File: config.mk
export PLATFORM = sky130hd
export DESIGN_NAME = timer_request_ctrl_flat
export DESIGN_NICKNAME = d
export VERILOG_FILES = /design/src/rtl/timer_request_ctrl_if.sv /design/src/rtl/timer_request_ctrl.sv /design/src/flat_wrapper.sv
export SDC_FILE = /design/constraint.sdc
export NUM_CORES = 1
export LEC_CHECK = 0
export ABC_AREA = 1
export CAP_MARGIN = 5
export CORE_MARGIN = 4
export CORE_UTILIZATION = 55
export CTS_BUF_LIST = sky130_fd_sc_hd__clkbuf_2 sky130_fd_sc_hd__clkbuf_4 sky130_fd_sc_hd__clkbuf_8
export CTS_CLUSTER_DIAMETER = 150
export DETAILED_ROUTE_END_ITERATION = 16
export PLACE_DENSITY = 0.87
export SETUP_SLACK_MARGIN = 0.1
export SLEW_MARGIN = 10
export SYNTH_ARGS = -nofsm -noshare
export SYNTH_HDL_FRONTEND = slang
export SYNTH_SLANG_ARGS = --single-unit
File: constraint.sdc
create_clock -name clk -period 8 [get_ports clk]
set_input_delay 1.2 -clock clk [delete_from_list [all_inputs] [get_ports clk]]
set_output_delay 1.2 -clock clk [all_outputs]
set_load 0.02 [all_outputs]
File: src/rtl/timer_request_ctrl_if.sv
// Bundle of request, timer and measurement signals between the controller and its environment.
interface timer_request_ctrl_if;
    localparam int unsigned DW = 32;

    // delay request channel
    logic          req_valid;
    logic          req_ready;
    logic [DW-1:0] req_cycles;
    logic          done_pulse;
    logic          wait_err;
    // timer delay channel
    logic          start_counter;
    logic [DW-1:0] timer_wait;
    logic          time_count_done;
    // latency measurement channel
    logic          meas_start;
    logic          meas_end;
    logic          start_counter_compare;
    logic          end_counter_compare;
    logic [DW-1:0] timer_compare;
    logic          time_compare_over;
    logic          lat_valid;
    logic [DW-1:0] lat_cycles;
    logic          lat_timeout;
    logic          busy;

    // Environment view: issues requests/events and models the timer.
    modport master (
        output req_valid, req_cycles, time_count_done,
        output meas_start, meas_end, timer_compare, time_compare_over,
        input  req_ready, done_pulse, wait_err, start_counter, timer_wait,
        input  start_counter_compare, end_counter_compare,
        input  lat_valid, lat_cycles, lat_timeout, busy
    );

    // Controller view.
    modport slave (
        input  req_valid, req_cycles, time_count_done,
        input  meas_start, meas_end, timer_compare, time_compare_over,
        output req_ready, done_pulse, wait_err, start_counter, timer_wait,
        output start_counter_compare, end_counter_compare,
        output lat_valid, lat_cycles, lat_timeout, busy
    );
endinterface

File: src/rtl/timer_request_ctrl.sv
// Initiator-side controller for the cycle timer: guarded delay waits plus
// bracketed latency measurements, run by two independent FSMs.
module timer_request_ctrl #(
    parameter logic [31:0] COMPARE_OVER = 32'd100000000,
    parameter logic [31:0] WAIT_SLACK   = 32'd16
) (
    input  logic                 clk,
    input  logic                 rst,
    timer_request_ctrl_if.slave  bus
);
    localparam int unsigned CW  = 32;
    localparam int unsigned CW1 = CW + 1;

    typedef enum logic [1:0] {W_IDLE, W_RUN, W_DONE} wait_state_e;
    typedef enum logic [1:0] {M_IDLE, M_RUN, M_HOLD} meas_state_e;

    wait_state_e   w_state_q, w_state_d;
    meas_state_e   m_state_q, m_state_d;

    logic [CW-1:0] wdog_q, wdog_d;
    logic [CW-1:0] limit_q, limit_d;
    logic [CW-1:0] timer_wait_q, timer_wait_d;
    logic          req_ready_q, req_ready_d;
    logic          start_counter_q, start_counter_d;
    logic          done_pulse_q, done_pulse_d;
    logic          wait_err_q, wait_err_d;

    logic          hold_q, hold_d;
    logic          scc_q, scc_d;
    logic          ecc_q, ecc_d;
    logic          lat_valid_q, lat_valid_d;
    logic [CW-1:0] lat_cycles_q, lat_cycles_d;
    logic          lat_timeout_q, lat_timeout_d;
    logic          busy_q, busy_d;

    logic [CW:0]   limit_sum_c;
    logic          wdog_fire_c;

    // Wait FSM: next state, watchdog and timer-side outputs.
    always_comb begin
        w_state_d    = w_state_q;
        wdog_d       = wdog_q;
        limit_d      = limit_q;
        timer_wait_d = timer_wait_q;
        done_pulse_d = 1'b0;
        wait_err_d   = 1'b0;
        limit_sum_c  = CW1'(bus.req_cycles) + CW1'(WAIT_SLACK);
        // Fires on the limit-th cycle of the wait (wdog counts completed cycles).
        wdog_fire_c  = (CW1'(wdog_q) + CW1'(1)) >= CW1'(limit_q);

        unique case (w_state_q)
            W_IDLE: begin
                if (bus.req_valid && req_ready_q) begin
                    w_state_d    = W_RUN;
                    timer_wait_d = bus.req_cycles;
                    wdog_d       = '0;
                    limit_d      = limit_sum_c[CW] ? '1 : limit_sum_c[CW-1:0];
                end
            end
            W_RUN: begin
                wdog_d = wdog_q + CW'(1);
                if (bus.time_count_done) begin
                    w_state_d    = W_DONE;
                    done_pulse_d = 1'b1;
                end else if (wdog_fire_c) begin
                    w_state_d    = W_DONE;
                    done_pulse_d = 1'b1;
                    wait_err_d   = 1'b1;
                end
            end
            W_DONE: begin
                w_state_d = W_IDLE;
            end
            default: begin
                w_state_d = W_IDLE;
            end
        endcase

        if (w_state_d != W_RUN) begin
            timer_wait_d = '0;
        end
        start_counter_d = (w_state_d == W_RUN);
        req_ready_d     = (w_state_d == W_IDLE);
    end

    // Measure FSM: start/end pulses to the timer and result capture.
    always_comb begin
        m_state_d     = m_state_q;
        hold_d        = 1'b0;
        scc_d         = 1'b0;
        ecc_d         = 1'b0;
        lat_valid_d   = 1'b0;
        lat_cycles_d  = lat_cycles_q;
        lat_timeout_d = lat_timeout_q;

        unique case (m_state_q)
            M_IDLE: begin
                if (bus.meas_start) begin
                    m_state_d = M_RUN;
                    scc_d     = 1'b1;
                end
            end
            M_RUN: begin
                if (bus.time_compare_over) begin
                    m_state_d     = M_HOLD;
                    lat_cycles_d  = COMPARE_OVER;
                    lat_timeout_d = 1'b1;
                    lat_valid_d   = 1'b1;
                    ecc_d         = 1'b1;
                end else if (bus.meas_end) begin
                    m_state_d     = M_HOLD;
                    lat_cycles_d  = bus.timer_compare;
                    lat_timeout_d = 1'b0;
                    lat_valid_d   = 1'b1;
                    ecc_d         = 1'b1;
                end
            end
            M_HOLD: begin
                // First HOLD cycle carries the result pulse; second is the timer cooldown.
                if (hold_q) begin
                    m_state_d = M_IDLE;
                end else begin
                    hold_d = 1'b1;
                end
            end
            default: begin
                m_state_d = M_IDLE;
            end
        endcase

        busy_d = (w_state_d != W_IDLE) || (m_state_d != M_IDLE);
    end

    // State and output registers with synchronous reset.
    always_ff @(posedge clk) begin
        if (rst) begin
            w_state_q       <= W_IDLE;
            m_state_q       <= M_IDLE;
            wdog_q          <= '0;
            limit_q         <= '0;
            timer_wait_q    <= '0;
            req_ready_q     <= 1'b0;
            start_counter_q <= 1'b0;
            done_pulse_q    <= 1'b0;
            wait_err_q      <= 1'b0;
            hold_q          <= 1'b0;
            scc_q           <= 1'b0;
            ecc_q           <= 1'b0;
            lat_valid_q     <= 1'b0;
            lat_cycles_q    <= '0;
            lat_timeout_q   <= 1'b0;
            busy_q          <= 1'b0;
        end else begin
            w_state_q       <= w_state_d;
            m_state_q       <= m_state_d;
            wdog_q          <= wdog_d;
            limit_q         <= limit_d;
            timer_wait_q    <= timer_wait_d;
            req_ready_q     <= req_ready_d;
            start_counter_q <= start_counter_d;
            done_pulse_q    <= done_pulse_d;
            wait_err_q      <= wait_err_d;
            hold_q          <= hold_d;
            scc_q           <= scc_d;
            ecc_q           <= ecc_d;
            lat_valid_q     <= lat_valid_d;
            lat_cycles_q    <= lat_cycles_d;
            lat_timeout_q   <= lat_timeout_d;
            busy_q          <= busy_d;
        end
    end

    assign bus.req_ready             = req_ready_q;
    assign bus.done_pulse            = done_pulse_q;
    assign bus.wait_err              = wait_err_q;
    assign bus.start_counter         = start_counter_q;
    assign bus.timer_wait            = timer_wait_q;
    assign bus.start_counter_compare = scc_q;
    assign bus.end_counter_compare   = ecc_q;
    assign bus.lat_valid             = lat_valid_q;
    assign bus.lat_cycles            = lat_cycles_q;
    assign bus.lat_timeout           = lat_timeout_q;
    assign bus.busy                  = busy_q;

endmodule

File: src/flat_wrapper.sv
// flat-port wrapper written by rule: the top's interface ports become plain ports
module timer_request_ctrl_flat 
#(
    parameter logic [31:0] COMPARE_OVER = 32'd100000000,
    parameter logic [31:0] WAIT_SLACK   = 32'd16
)
  (clk, rst, bus_req_valid, bus_req_cycles, bus_time_count_done, bus_meas_start, bus_meas_end, bus_timer_compare, bus_time_compare_over, bus_req_ready, bus_done_pulse, bus_wait_err, bus_start_counter, bus_timer_wait, bus_start_counter_compare, bus_end_counter_compare, bus_lat_valid, bus_lat_cycles, bus_lat_timeout, bus_busy);
  timer_request_ctrl_if bus_i ();
  input  logic clk;
  input  logic rst;
  input wire logic [$bits(bus_i.req_valid)-1:0] bus_req_valid;
  input wire logic [$bits(bus_i.req_cycles)-1:0] bus_req_cycles;
  input wire logic [$bits(bus_i.time_count_done)-1:0] bus_time_count_done;
  input wire logic [$bits(bus_i.meas_start)-1:0] bus_meas_start;
  input wire logic [$bits(bus_i.meas_end)-1:0] bus_meas_end;
  input wire logic [$bits(bus_i.timer_compare)-1:0] bus_timer_compare;
  input wire logic [$bits(bus_i.time_compare_over)-1:0] bus_time_compare_over;
  output wire logic [$bits(bus_i.req_ready)-1:0] bus_req_ready;
  output wire logic [$bits(bus_i.done_pulse)-1:0] bus_done_pulse;
  output wire logic [$bits(bus_i.wait_err)-1:0] bus_wait_err;
  output wire logic [$bits(bus_i.start_counter)-1:0] bus_start_counter;
  output wire logic [$bits(bus_i.timer_wait)-1:0] bus_timer_wait;
  output wire logic [$bits(bus_i.start_counter_compare)-1:0] bus_start_counter_compare;
  output wire logic [$bits(bus_i.end_counter_compare)-1:0] bus_end_counter_compare;
  output wire logic [$bits(bus_i.lat_valid)-1:0] bus_lat_valid;
  output wire logic [$bits(bus_i.lat_cycles)-1:0] bus_lat_cycles;
  output wire logic [$bits(bus_i.lat_timeout)-1:0] bus_lat_timeout;
  output wire logic [$bits(bus_i.busy)-1:0] bus_busy;
  assign bus_i.req_valid = bus_req_valid;
  assign bus_i.req_cycles = bus_req_cycles;
  assign bus_i.time_count_done = bus_time_count_done;
  assign bus_i.meas_start = bus_meas_start;
  assign bus_i.meas_end = bus_meas_end;
  assign bus_i.timer_compare = bus_timer_compare;
  assign bus_i.time_compare_over = bus_time_compare_over;
  assign bus_req_ready = bus_i.req_ready;
  assign bus_done_pulse = bus_i.done_pulse;
  assign bus_wait_err = bus_i.wait_err;
  assign bus_start_counter = bus_i.start_counter;
  assign bus_timer_wait = bus_i.timer_wait;
  assign bus_start_counter_compare = bus_i.start_counter_compare;
  assign bus_end_counter_compare = bus_i.end_counter_compare;
  assign bus_lat_valid = bus_i.lat_valid;
  assign bus_lat_cycles = bus_i.lat_cycles;
  assign bus_lat_timeout = bus_i.lat_timeout;
  assign bus_busy = bus_i.busy;
  timer_request_ctrl #(.COMPARE_OVER(COMPARE_OVER), .WAIT_SLACK(WAIT_SLACK)) u_core (.clk(clk), .rst(rst), .bus(bus_i));
endmodule
# Word-level counts from Yosys, hierarchy flattened
# Index checks and enable logic that the tools add are counted.
# classes
n_bitwise	4
eq_ne	6
reduce_logical	18
mux	22
magnitude_cmp	1
add_sub_neg	3
# op_table
op	n
32-bit 2-to-1 mux	4
32-bit one-hot mux with 2 select lines	1
32-bit by 1-bit adder with 33-bit output (second input constant)	1
32-bit by 5-bit adder with 33-bit output (second input constant)	1
33-bit by 32-bit greater-or-equal comparator with 1-bit output	1
32-bit by 1-bit adder with 32-bit output (second input constant)	1
2-bit 2-to-1 mux	7
2-bit OR reduction	5
1-bit 2-to-1 mux	8
2-bit nonzero test	4
2-bit by 1-bit == test with 1-bit output (second input constant)	3
2-bit logical NOT	3
2-bit one-hot mux with 3 select lines	1
2-bit AND reduction	3
2-bit by 1-bit inequality test with 1-bit output (second input constant)	2
1-bit inverter	4
2-bit one-hot mux with 2 select lines	1
3-bit OR reduction	1
2-bit == test (second input constant)	1
1-bit logical AND	1
1-bit logical OR	1
# totals
ff_bits	141
word_cells	69
output_inout_bits	73
in_bits	71

# Logic depth before layout (Yosys ltp)
# Gate-level depths: netlist of the first run.
# logic_depth
depth_word	7
ltp_mapped	24
ltp_nobuf	23

# Worst setup path before layout of the first run
# No wires, ideal clock.
# synth_path
kind	register to register
start	reg u_core.wdog_q[0]
end	reg u_core.timer_wait_q[10], in the netlist u_core.bus.timer_wait[10]
synth_period_minus_slack_ns	3.026
arrival_time_ns	2.902
path_stages_with_launch	21
path_slack_ns	4.974
t_required_ns	7.876
n_path_buf	1
setup_time_ns	0.124
path_cell_list	dfxtp_1 > ha_1 > nand2_2 > nor2_1 > nand2_1 > inv_1 > nand4_1 > nor2_1 > xor2_1 > inv_1 > ha_1 > nand2_1 > nor3_1 > nand4_2 > nor2_1 > nor2_4 > nand3_2 > nand2_2 > nand2_4 > buf_12 > nor2_4
# synth_between
elab_chain_cells	7
# synth_rtl
element	line_no	source
from (decl)	timer_request_ctrl.sv:20	logic [CW-1:0] wdog_q, wdog_d;
from (signal assigned)	timer_request_ctrl.sv:156	wdog_q <= wdog_d;
32-bit by 1-bit adder with 33-bit output	timer_request_ctrl.sv:49	wdog_fire_c = (CW1'(wdog_q) + CW1'(1)) >= CW1'(limit_q);
33-bit by 32-bit greater-or-equal comparator with 1-bit output	timer_request_ctrl.sv:49	
2-bit 2-to-1 mux	timer_request_ctrl.sv:65	end else if (wdog_fire_c) begin
2-bit 2-to-1 mux	timer_request_ctrl.sv:62	if (bus.time_count_done) begin
2-bit one-hot mux with 2 select lines	timer_request_ctrl.sv:51	unique case (w_state_q)
2-bit by 1-bit inequality test with 1-bit output	timer_request_ctrl.sv:79	if (w_state_d != W_RUN) begin
2-bit OR reduction (no line)	--	
to (signal assigned)	timer_request_ctrl.sv:158	timer_wait_q <= timer_wait_d;
to (decl)	timer_request_ctrl.sv:22	logic [CW-1:0] timer_wait_q, timer_wait_d;
# Every way passes these cells.
# A chain may end at the register's enable or synchronous reset.

# Final worst setup path of the first run
# layout_path
start	reg u_core.wdog_q[0]
end	reg u_core.timer_wait_q[31], in the netlist u_core.bus.timer_wait[31]
# Same word-level chain as after synthesis.

==> impl_metrics.env, run 1 <==
export IMPL_outcome="completed"
export IMPL_worst_slew_pin_slew_ns=1.04
export IMPL_grt_pass1_vias=7083
export IMPL_drtAntennaViolNets=0
export IMPL_design_area_um2=9620
export IMPL_area_growth_pct=24.4
export IMPL_start_util_pct=56.0
export IMPL_dr_pass1_iters=6
export IMPL_synth_adder_area_share_pct=5.50
export IMPL_ys_types=37
export IMPL_p_leak_nw=3.81
export IMPL_synth_xor_area_share_pct=4.98
export IMPL_synth_area_mux_share_pct=0.647
export IMPL_cts_tree="built"
export IMPL_cts_setup_buffers=0
export IMPL_drv_cap=0
export IMPL_grt_antenna_before_repair=0
export IMPL_grt_start_max_net_pins=97
export IMPL_slew_viol_final=0
export IMPL_cts_made_buffers=17
export IMPL_p_total_mw=1.61
export IMPL_grt_usage_pct=25.0
export IMPL_final_hold_viol_count=0
export IMPL_r2r_cells=19
export IMPL_hpwl_um=14600
export IMPL_period_share_pct=50.2
export IMPL_synth_top_area_share_pct=36.5
export IMPL_gp_congestion=0.958
export IMPL_synth_area_per_cell_um2=7.19
export IMPL_cts_buffer_depth=2
export IMPL_synth_seq_area_share_pct=36.5
export IMPL_syn_area_um2=7740
export IMPL_worst_slack_ns=3.98
export IMPL_grt_pass1_wl_um=33000
export IMPL_pre_cts_slack_ns=3.76
export IMPL_grt_overflow_total=0
export IMPL_placed_area_um2=9200
export IMPL_hold_buffers=0
export IMPL_setup_worst_path_class="reg -> reg"
export IMPL_root_buffer="clkbuf_8"
export IMPL_hold_path_class="reg -> reg"
export IMPL_path_clk_slew_ns=0.08
export IMPL_port_buffers=143
export IMPL_vdd_drop_max_mv=0.121
export IMPL_fmax_mhz=249
export IMPL_drive_above_1_share_pct=8.60
export IMPL_slew_headroom_pct=30.7
export IMPL_die_w_um=127
export IMPL_arrival_ns=4.33
export IMPL_wirelength_um=19900
export IMPL_yosysTopAreaCell="dfxtp_1"
export IMPL_antenna_cells=0
export IMPL_cts_sink_count=141
export IMPL_ioPinCount=144
export IMPL_vias=7369
export IMPL_layout_cells_non_filler=1390
export IMPL_ys_ff_latch=141
export IMPL_synth_area_top_cells="dfxtp_1 36%, nand2_1 13%, a21oi_1 6.3%"
export IMPL_syn_num_nets=1181
export IMPL_netlist_instances=1076
export IMPL_synth_compound_area_share_pct=12.4
export IMPL_wl_per_cell_um=14.3
export IMPL_fp_dieH_um=127
export IMPL_synth_simple_gate_area_share_pct=30.6
export IMPL_period_needed_ns=4.02
export IMPL_drc=0
export IMPL_core_um2=13800
export IMPL_setup_viol=0
export IMPL_dp_cells=1358
export IMPL_ctsResizeCount=0
export IMPL_whs_path_depth=2
export IMPL_via_per_inst=5.30
export IMPL_power_density_nw_per_um2=167
export IMPL_startpoint_type="flop"
export IMPL_nets=1302
export IMPL_critPathCaptureType="flop"
export IMPL_dieArea_um2=16000
export IMPL_dr_first_iter_drc_count=569
export IMPL_synth_top_family_by_area="simple AND/OR/NAND/NOR gates"
export IMPL_yosys_warnings=0
export IMPL_rsz0062_at_grt="no"
export IMPL_setup_tns_ns=0
export IMPL_worstPathMaxFanout=34
export IMPL_required_ns=8.31
export IMPL_fin_skew_ns=0.0111
export IMPL_clk_latency_ns=0.46
export IMPL_num_rows=43
export IMPL_htreeDepth=4
-- logic make-up (layout without fill, tap and decap cells) --
family | Yosys count | after routing
multiplexers | 5 | 5
AO/OA/AOI/OAI | 186 | 186
adder cells (fa/ha/maj) | 34 | 34
XOR/XNOR | 44 | 44
buffers and inverters | 175 | 309
flip-flops | 141 | 141
AND/OR/NAND/NOR | 491 | 491
-- final timing paths --
check / startpoint / to / slack (ns)
worst max-delay path: u_core.wdog_q[0]$_SDFFE_PP0P_ / u_core.bus.timer_wait[31]$_SDFFE_PP0P_ / 3.98
worst min-delay path: u_core.bus.lat_cycles[23]$_SDFFE_PP0P_ / u_core.bus.lat_cycles[23]$_SDFFE_PP0P_ / 0.46
worst max register to register: u_core.wdog_q[0]$_SDFFE_PP0P_ / u_core.bus.timer_wait[31]$_SDFFE_PP0P_ / 3.98
worst min register to register: u_core.bus.lat_cycles[23]$_SDFFE_PP0P_ / u_core.bus.lat_cycles[23]$_SDFFE_PP0P_ / 0.46
-- per-stage QoR --
step | hold slack [ns] | utilization [%]
finish | 0.463 | 69.6
CTS | 0.466 | 69.6
detailed placement | 0.453 | 66.5
global route | 0.479 | 69.6
global placement | 0.436 | 66.5
floorplan | 0.422 | -
-- synthesized netlist by cell type --
master / count
and3_1: 1
nand2_2: 5
inv_1: 122
dfxtp_1: 141
buf_12: 3
buf_6: 2
nand3b_1: 2
nor2_1: 77
a21oi_1: 98
nand2_4: 3
nor3_2: 3
clkinv_1: 2
or2_2: 1
nor3_4: 1
nor2_2: 8
a21o_1: 3
buf_1: 6
nand2b_1: 1
buf_4: 1
xor2_1: 36
nor2_4: 32
clkbuf_1: 34
nor4_1: 8
o21ai_0: 68
inv_2: 5
nand4_1: 9
xnor2_1: 8
ha_1: 34
mux2i_1: 5
nand2_1: 261
nand4_2: 2
or2_4: 1
nand3_1: 58
nor3_1: 15
a31oi_1: 17
nand3_2: 2
nor2_8: 1
-- per-layer routing --
metal  track usage (%)  wire (um)  up-vias
li1                  -          -     3698
met1              31.1       8610     3375
met2              41.5       9520      246
met3              6.27       1150       50
met4              9.91        626        0
met5                 0          0        -
-- where the power goes --
part | internal [mW] | switching, mW | total (mW) | leakage (nW)
Clock | 0.332 | 0.288 | 0.619 | 0.218
Combinational | 0.0982 | 0.152 | 0.251 | 2.45
Sequential | 0.727 | 0.0138 | 0.741 | 1.14
Total | 1.16 | 0.454 | 1.61 | 3.81
-- critical path: stages (launching register included) --
cell and delay (ns):
dfxtp_1 0.44, ha_1 0.23, nand2_2 0.09, nor2_1 0.23, nand2_1 0.14, inv_1 0.09, nand4_1 0.18, nor2_1 0.18
xor2_1 0.16, inv_1 0.07, ha_1 0.29, nand2_1 0.07, nor3_1 0.34, nand4_2 0.16, nor2_1 0.21, nor2_4 0.06
nand3_2 0.07, nand2_2 0.07, nand2_4 0.68, nor2_1 0.08
-- cells in the final DEF (no fill, tap or decap), types with 2 or more instances in the layout --
cell             instances
nand2_1                261
clkdlybuf4s50_1        142
dfxtp_1                141
inv_1                  122
a21oi_1                 98
nor2_1                  75
o21ai_0                 68
nand3_1                 58
xor2_1                  36
ha_1                    34
nor2_4                  33
clkbuf_8                19
a31oi_1                 17
nor3_1                  15
nor2_2                   9
nand4_1                  9
xnor2_1                  8
nor4_1                   8
inv_2                    5
nand2_2                  5
mux2i_1                  5
inv_6                    5
buf_4                    5
nand2_4                  3
a21o_1                   3
nor3_2                   3
clkinv_2                 3
bufinv_16                3
nand3_2                  2
nand3b_1                 2
clkinv_1                 2
nand4_2                  2
-- state kept, by name (all words and copies together), names as in the netlist, 2 cells and up --
signal,count
u_core.w_state_q,2
u_core.m_state_q,2
u_core.limit_q,32
u_core.wdog_q,32
u_core.bus.timer_wait,32
u_core.bus.lat_cycles,32
-- cell type report --
| cell class | instances | area (um^2) |
|---|---|---|
| repair buffers | 148 | 1460 |
| clock buffers | 20 | 269 |
| fillers | 1080 | 4210 |
| multi-input cells | 760 | 4200 |
| well taps | 180 | 225 |
| clock inverters | 12 | 156 |
| flip-flops and latches | 141 | 2820 |
| inverters | 129 | 484 |
No activity file was read; power rests on OpenSTA's default activity.
==> inputs of run 2 (changes only) <==
--- a/config.mk
+++ b/config.mk
@@ -8,11 +8,11 @@
 export ABC_AREA = 1
 export CAP_MARGIN = 5
 export CORE_MARGIN = 4
-export CORE_UTILIZATION = 55
+export CORE_UTILIZATION = 49
 export CTS_BUF_LIST = sky130_fd_sc_hd__clkbuf_2 sky130_fd_sc_hd__clkbuf_4 sky130_fd_sc_hd__clkbuf_8
 export CTS_CLUSTER_DIAMETER = 150
 export DETAILED_ROUTE_END_ITERATION = 16
-export PLACE_DENSITY = 0.87
+export PLACE_DENSITY = 0.83
 export SETUP_SLACK_MARGIN = 0.1
 export SLEW_MARGIN = 10
 export SYNTH_ARGS = -nofsm -noshare
==> constraint.sdc (replaced) <==
create_clock -name clk -period 3.3 [get_ports clk]
set_input_delay 0.495 -clock clk [delete_from_list [all_inputs] [get_ports clk]]
set_output_delay 0.495 -clock clk [all_outputs]
set_load 0.02 [all_outputs]
==> impl_metrics.env, run 2 (synthesis gave the netlist of run 1 again) <==
export IMPL_outcome="completed"
export IMPL_drtAntennaViolNets=0
export IMPL_hpwl_um=15600
export IMPL_slew_viol_final=0
export IMPL_gp_congestion=0.973
export IMPL_clk_latency_ns=0.46
export IMPL_vdd_drop_max_mv=0.255
export IMPL_port_buffers=143
export IMPL_arrival_ns=3.45
export IMPL_power_density_nw_per_um2=382
export IMPL_dr_first_iter_drc_count=628
export IMPL_required_ns=3.64
export IMPL_startpoint_type="flop"
export IMPL_layout_cells_non_filler=1443
export IMPL_final_hold_viol_count=0
export IMPL_cts_sink_count=141
export IMPL_r2r_start="u_core.wdog_q[0]$_SDFFE_PP0P_"
export IMPL_rsz0062_at_grt="yes"
export IMPL_layout_commonest_cell="nand2_1"
export IMPL_drive_above_1_share_pct=13.1
export IMPL_area_growth_pct=29.6
export IMPL_r2r_setup_slack_ns=0.19
export IMPL_start_util_pct=50.5
export IMPL_fp_dieH_um=134
export IMPL_htreeDepth=4
export IMPL_grt_pass1_wl_um=34400
export IMPL_worstPathMaxFanout=8
export IMPL_period_needed_ns=3.11
export IMPL_hold_end="u_core.bus.start_counter_compare$_SDFF_PP0_"
export IMPL_setup_worst_path_class="reg -> reg"
export IMPL_crit_chain="buf_6 -> nand3_4 -> nor2_4 -> nand2_2 -> nor2_1 -> nand2_1 -> nor2_2 -> nand3_2 -> buf_4 -> xor2_1 -> ha_1 -> nand2_1 -> nor2_1 -> nand2_2 -> inv_2 -> nand4_4 -> nor2_2 -> nor2_2 -> nand3_2 -> nand2_4 -> nand2_8 -> buf_12 -> nor2_4"
export IMPL_reg2reg_to="u_core.bus.timer_wait[6]$_SDFFE_PP0P_"
export IMPL_drc=0
export IMPL_setup_viol=0
export IMPL_pre_cts_slack_ns=-0.0448
export IMPL_cts_buffer_depth=2
export IMPL_cts_made_buffers=17
export IMPL_worst_slack_ns=0.192
export IMPL_slew_headroom_pct=37.2
export IMPL_fin_skew_ns=0.00947
export IMPL_antenna_cells=0
export IMPL_cpPeakStageDelay_ns=0.34
export IMPL_min_from="u_core.m_state_q[0]$_SDFF_PP0_"
export IMPL_p_leak_nw=3.95
export IMPL_dr_pass1_iters=5
export IMPL_wirelength_um=21500
export IMPL_dieArea_um2=17900
export IMPL_crit_path_frequent_cell="nor2_2"
export IMPL_fmax_mhz=322
export IMPL_root_buffer="clkbuf_8"
export IMPL_via_per_inst=5.19
export IMPL_grt_pass1_vias=7145
export IMPL_wl_per_cell_um=14.9
export IMPL_hold_buffers=0
export IMPL_core_um2=15300
export IMPL_whs_path_depth=1
export IMPL_period_share_pct=94.2
export IMPL_grt_overflow_total=0
export IMPL_die_w_um=134
export IMPL_hold_path_class="reg -> reg"
export IMPL_grt_usage_pct=23.6
export IMPL_mostFrequentLayoutCells="254 x nand2_1, 142 x clkdlybuf4s50_1, 133 x dfxtp_1"
export IMPL_grt_antenna_before_repair=0
export IMPL_r2r_cells=23
export IMPL_cp_slowest_cell="dfxtp_2"
export IMPL_dp_cells=1402
export IMPL_worst_slew_pin_slew_ns=0.941
export IMPL_grt_start_max_net_pins=85
export IMPL_vias=7491
export IMPL_path_clk_slew_ns=0.08
export IMPL_cts_tree="built"
export IMPL_drv_cap=0
export IMPL_critPathCaptureType="flop"
export IMPL_ioPinCount=144
export IMPL_num_rows=45
export IMPL_nets=1324
-- run 2: layer usage --
metal	wire length, um	share of wire [%]	GRT usage [%]	vias to the layer above
li1	-	-	-	3735
met1	9250	43	30.2	3454
met2	10400	49	38.3	252
met3	1190	5.5	5.66	50
met4	626	2.9	9.31	0
met5	0	0	0	-
-- run 2: worst max path at each step --
stage / from / to / slack (ns) / cells past startpoint
floorplan: u_core.wdog_q[0]$_SDFFE_PP0P_ / u_core.bus.timer_wait[10]$_SDFFE_PP0P_ / 0.27 / 20
detailed placement: u_core.wdog_q[1]$_SDFFE_PP0P_ / u_core.bus.timer_wait[12]$_SDFFE_PP0P_ / -0.04 / 20
global placement: u_core.wdog_q[1]$_SDFFE_PP0P_ / u_core.bus.timer_wait[5]$_SDFFE_PP0P_ / 0.09 / 20
CTS: u_core.wdog_q[1]$_SDFFE_PP0P_ / u_core.bus.timer_wait[21]$_SDFFE_PP0P_ / 0.09 / 20
global route: u_core.wdog_q[0]$_SDFFE_PP0P_ / u_core.bus.timer_wait[6]$_SDFFE_PP0P_ / -0.06 / 23
finish: u_core.wdog_q[0]$_SDFFE_PP0P_ / u_core.bus.timer_wait[6]$_SDFFE_PP0P_ / 0.19 / 23
-- run 2: cell type report --
class	count	area (um^2)
clock inverter	8	81.3
timing repair buffer	170	1680
fill	1286	5290
multi-input combinational	760	4370
sequential	141	2840
clock buffer	24	312
tap	211	264
inverter	129	484
-- run 2: worst max-delay path, delay by kind of cell, from the launching register on --
family	cells	cell delay [ns]
adders and majority gates	1	0.28
and+or+nand+nor	17	1.66
DFF	1	0.34
buffers and inverters	4	0.51
xor gates and xnor gates	1	0.16
-- run 2: repair_timing --
| item | 4_1_cts | 5_1_grt |
|---|---|---|
| cloned | 1 | 0 |
| setup endpoints to repair | 34 | 37 |
| pin swaps | 1 | 20 |
| buffers inserted | 1 | 7 |
| resized for setup | 8 | 48 |
-- run 2: per-stage QoR --
step / power [mW] / hold WS, ns / instance area (um^2) / util (%) / setup TNS, ns
2_1_floorplan: 2.21 / 0.422 / 7740 / - / 0
3_3_place_gp: 2.44 / 0.440 / 9350 / 61.0 / 0
3_5_place_dp: 2.45 / 0.437 / 9350 / 61.0 / -0.680
4_1_cts: 3.81 / 0.458 / 9800 / 64.0 / 0
5_1_grt: 3.98 / 0.483 / 10000 / 65.5 / -1.10
6_report: 3.83 / 0.459 / 10000 / 65.5 / 0
-- run 2: power by group --
group | internal, mW | total (mW) | switching, mW
combinational | 0.267 | 0.662 | 0.395
sequential | 1.76 | 1.80 | 0.0338
clock | 0.704 | 1.37 | 0.663
total | 2.73 | 3.83 | 1.09
==> inputs of run 3 (changes only) <==
--- a/config.mk
+++ b/config.mk
@@ -14,6 +14,7 @@
 export DETAILED_ROUTE_END_ITERATION = 16
 export PLACE_DENSITY = 0.83
 export SETUP_SLACK_MARGIN = 0.1
+export SKIP_CTS_REPAIR_TIMING = 1
 export SLEW_MARGIN = 10
 export SYNTH_ARGS = -nofsm -noshare
 export SYNTH_HDL_FRONTEND = slang
==> impl_metrics.env, run 3 (synthesis gave the netlist of run 1 again) <==
export IMPL_clk_latency_ns=0.46
export IMPL_start_util_pct=50.5
export IMPL_fin_skew_ns=0.00904
export IMPL_fp_dieH_um=134
export IMPL_dr_first_iter_drc_count=692
export IMPL_p_comb_share_pct=17.3
export IMPL_die_w_um=134
export IMPL_grt_pass1_wl_um=34100
export IMPL_setup_viol=0
export IMPL_rsz0062_at_grt="yes"
export IMPL_nets=1324
export IMPL_critPathCaptureType="flop"
export IMPL_ioPinCount=144
export IMPL_fillers=1277
export IMPL_wirelength_um=21500
export IMPL_antenna_cells=0
export IMPL_core_um2=15300
export IMPL_seq_area_um2=2840
export IMPL_worst_slew_pin_slew_ns=0.941
export IMPL_grt_pass1_vias=7106
export IMPL_grt_antenna_before_repair=0
export IMPL_slew_viol_final=0
export IMPL_worstPathMaxFanout=7
export IMPL_area_growth_pct=29.8
export IMPL_cts_sink_count=141
export IMPL_design_area_um2=10000
export IMPL_startpoint_type="flop"
export IMPL_whs_path_depth=1
export IMPL_power_density_nw_per_um2=381
export IMPL_fmax_mhz=318
export IMPL_htreeDepth=4
export IMPL_grt_overflow_total=0
export IMPL_drc=0
export IMPL_port_buffers=143
export IMPL_cts_made_buffers=17
export IMPL_wl_per_cell_um=14.9
export IMPL_p_leak_nw=3.95
export IMPL_r2r_setup_slack_ns=0.16
export IMPL_min_from="u_core.m_state_q[0]$_SDFF_PP0_"
export IMPL_gp_congestion=0.973
export IMPL_vias=7452
export IMPL_drive_above_1_share_pct=13.2
export IMPL_period_share_pct=95.3
export IMPL_setup_worst_path_class="reg -> reg"
export IMPL_final_hold_viol_count=0
export IMPL_multi_input_area_um2=4380
export IMPL_r2r_cells=25
export IMPL_hold_path_class="reg -> reg"
export IMPL_grt_start_max_net_pins=85
export IMPL_p_sw_mw=1.09
export IMPL_layout_commonest_cell="nand2_1"
export IMPL_drv_cap=0
export IMPL_via_per_inst=5.16
export IMPL_mostFrequentLayoutCells="254 x nand2_1, 142 x clkdlybuf4s50_1, 133 x dfxtp_1"
export IMPL_arrival_ns=3.49
export IMPL_cts_buffer_depth=2
export IMPL_placed_area_um2=9350
export IMPL_required_ns=3.65
export IMPL_reg2reg_to="u_core.bus.timer_wait[12]$_SDFFE_PP0P_"
export IMPL_p_sw_share_pct=28.6
export IMPL_hold_end="u_core.bus.start_counter_compare$_SDFF_PP0_"
export IMPL_clkPwrFrac_pct=35.8
export IMPL_seq_power_share_pct=46.9
export IMPL_period_needed_ns=3.14
export IMPL_path_clk_slew_ns=0.08
export IMPL_p_int_mw=2.74
export IMPL_vdd_drop_max_mv=0.254
export IMPL_outcome="completed"
export IMPL_slew_headroom_pct=37.2
export IMPL_grt_usage_pct=23.4
export IMPL_hpwl_um=15600
export IMPL_cts_tree="built"
export IMPL_num_rows=45
export IMPL_dr_pass1_iters=6
export IMPL_dieArea_um2=17900
export IMPL_root_buffer="clkbuf_8"
export IMPL_fin_hold_ws_ns=0.458
export IMPL_r2r_start="u_core.wdog_q[0]$_SDFFE_PP0P_"
export IMPL_drtAntennaViolNets=0
[run 3: layout make-up]
cell class                      count  share of cell area, %
Multi-Input combinational cell    760                   43.7
Clock buffer                       24                   3.10
Clock inverter                      8                  0.810
Timing Repair Buffer              170                   16.7
Inverter                          129                   4.82
Tap cell                          211                   2.63
Sequential cell                   141                   28.2
[run 3: per-layer routing]
| layer | track usage (%) | vias to the layer above | part of all wire, % |
|---|---|---|---|
| li1 | - | 3733 | - |
| met2 | 37.9 | 265 | 48 |
| met4 | 9.26 | 0 | 3.1 |
| met3 | 5.74 | 57 | 5.6 |
| met1 | 30.0 | 3397 | 43 |
| met5 | 0 | - | 0 |
[run 3: through the flow]
step / power (mW) / setup WS (ns) / util, % / TNS [ns] / std cells
2_1_floorplan: 2.21 / 0.274 / - / 0 / 1076
3_3_place_gp: 2.44 / 0.0942 / 61.0 / 0 / 1402
3_5_place_dp: 2.45 / -0.0448 / 61.0 / -0.680 / 1402
4_1_cts: 3.80 / -0.0734 / 63.6 / -1.49 / 1434
5_1_grt: 3.98 / -0.0334 / 65.6 / -0.436 / 1443
6_report: 3.83 / 0.156 / 65.6 / 0 / 1443
[run 3: worst max-delay path by stage]
stage                                   from                                      to  slack [ns]  cells after the start
2_1_floorplan  u_core.wdog_q[0]$_SDFFE_PP0P_  u_core.bus.timer_wait[10]$_SDFFE_PP0P_        0.27                     20
3_3_place_gp   u_core.wdog_q[1]$_SDFFE_PP0P_   u_core.bus.timer_wait[5]$_SDFFE_PP0P_        0.09                     20
3_5_place_dp   u_core.wdog_q[1]$_SDFFE_PP0P_  u_core.bus.timer_wait[12]$_SDFFE_PP0P_       -0.04                     20
4_1_cts        u_core.wdog_q[1]$_SDFFE_PP0P_   u_core.bus.timer_wait[8]$_SDFFE_PP0P_       -0.07                     20
5_1_grt        u_core.wdog_q[0]$_SDFFE_PP0P_  u_core.bus.timer_wait[12]$_SDFFE_PP0P_       -0.03                     25
6_report       u_core.wdog_q[0]$_SDFFE_PP0P_  u_core.bus.timer_wait[12]$_SDFFE_PP0P_        0.16                     25
[run 3: power groups by stage]
stage	logic (mW)	clock network, mW	registers, mW
3_3_place_gp	0.608	0	1.83
6_report	0.663	1.37	1.80
4_1_cts	0.622	1.39	1.80
5_1_grt	0.726	1.45	1.80
3_5_place_dp	0.618	0	1.84
2_1_floorplan	0.343	0	1.87
[run 3: critical path: stages, from the launching register on]
cell	delay [ns]
dfxtp_2	0.37
buf_6	0.12
nand3_4	0.07
nor2_4	0.14
nand2_2	0.08
nor2_1	0.13
nand2_1	0.08
nor2_2	0.13
nand3_2	0.11
nor2_1	0.13
nand2_1	0.07
nand2_1	0.08
inv_1	0.04
ha_1	0.27
nand2_2	0.07
nor2_4	0.13
nand2_2	0.07
inv_2	0.07
nand4_4	0.12
nor2_2	0.15
nor2_2	0.06
nand3_2	0.07
nand2_4	0.06
nand2_8	0.15
clkbuf_16	0.21
nor2_4	0.03
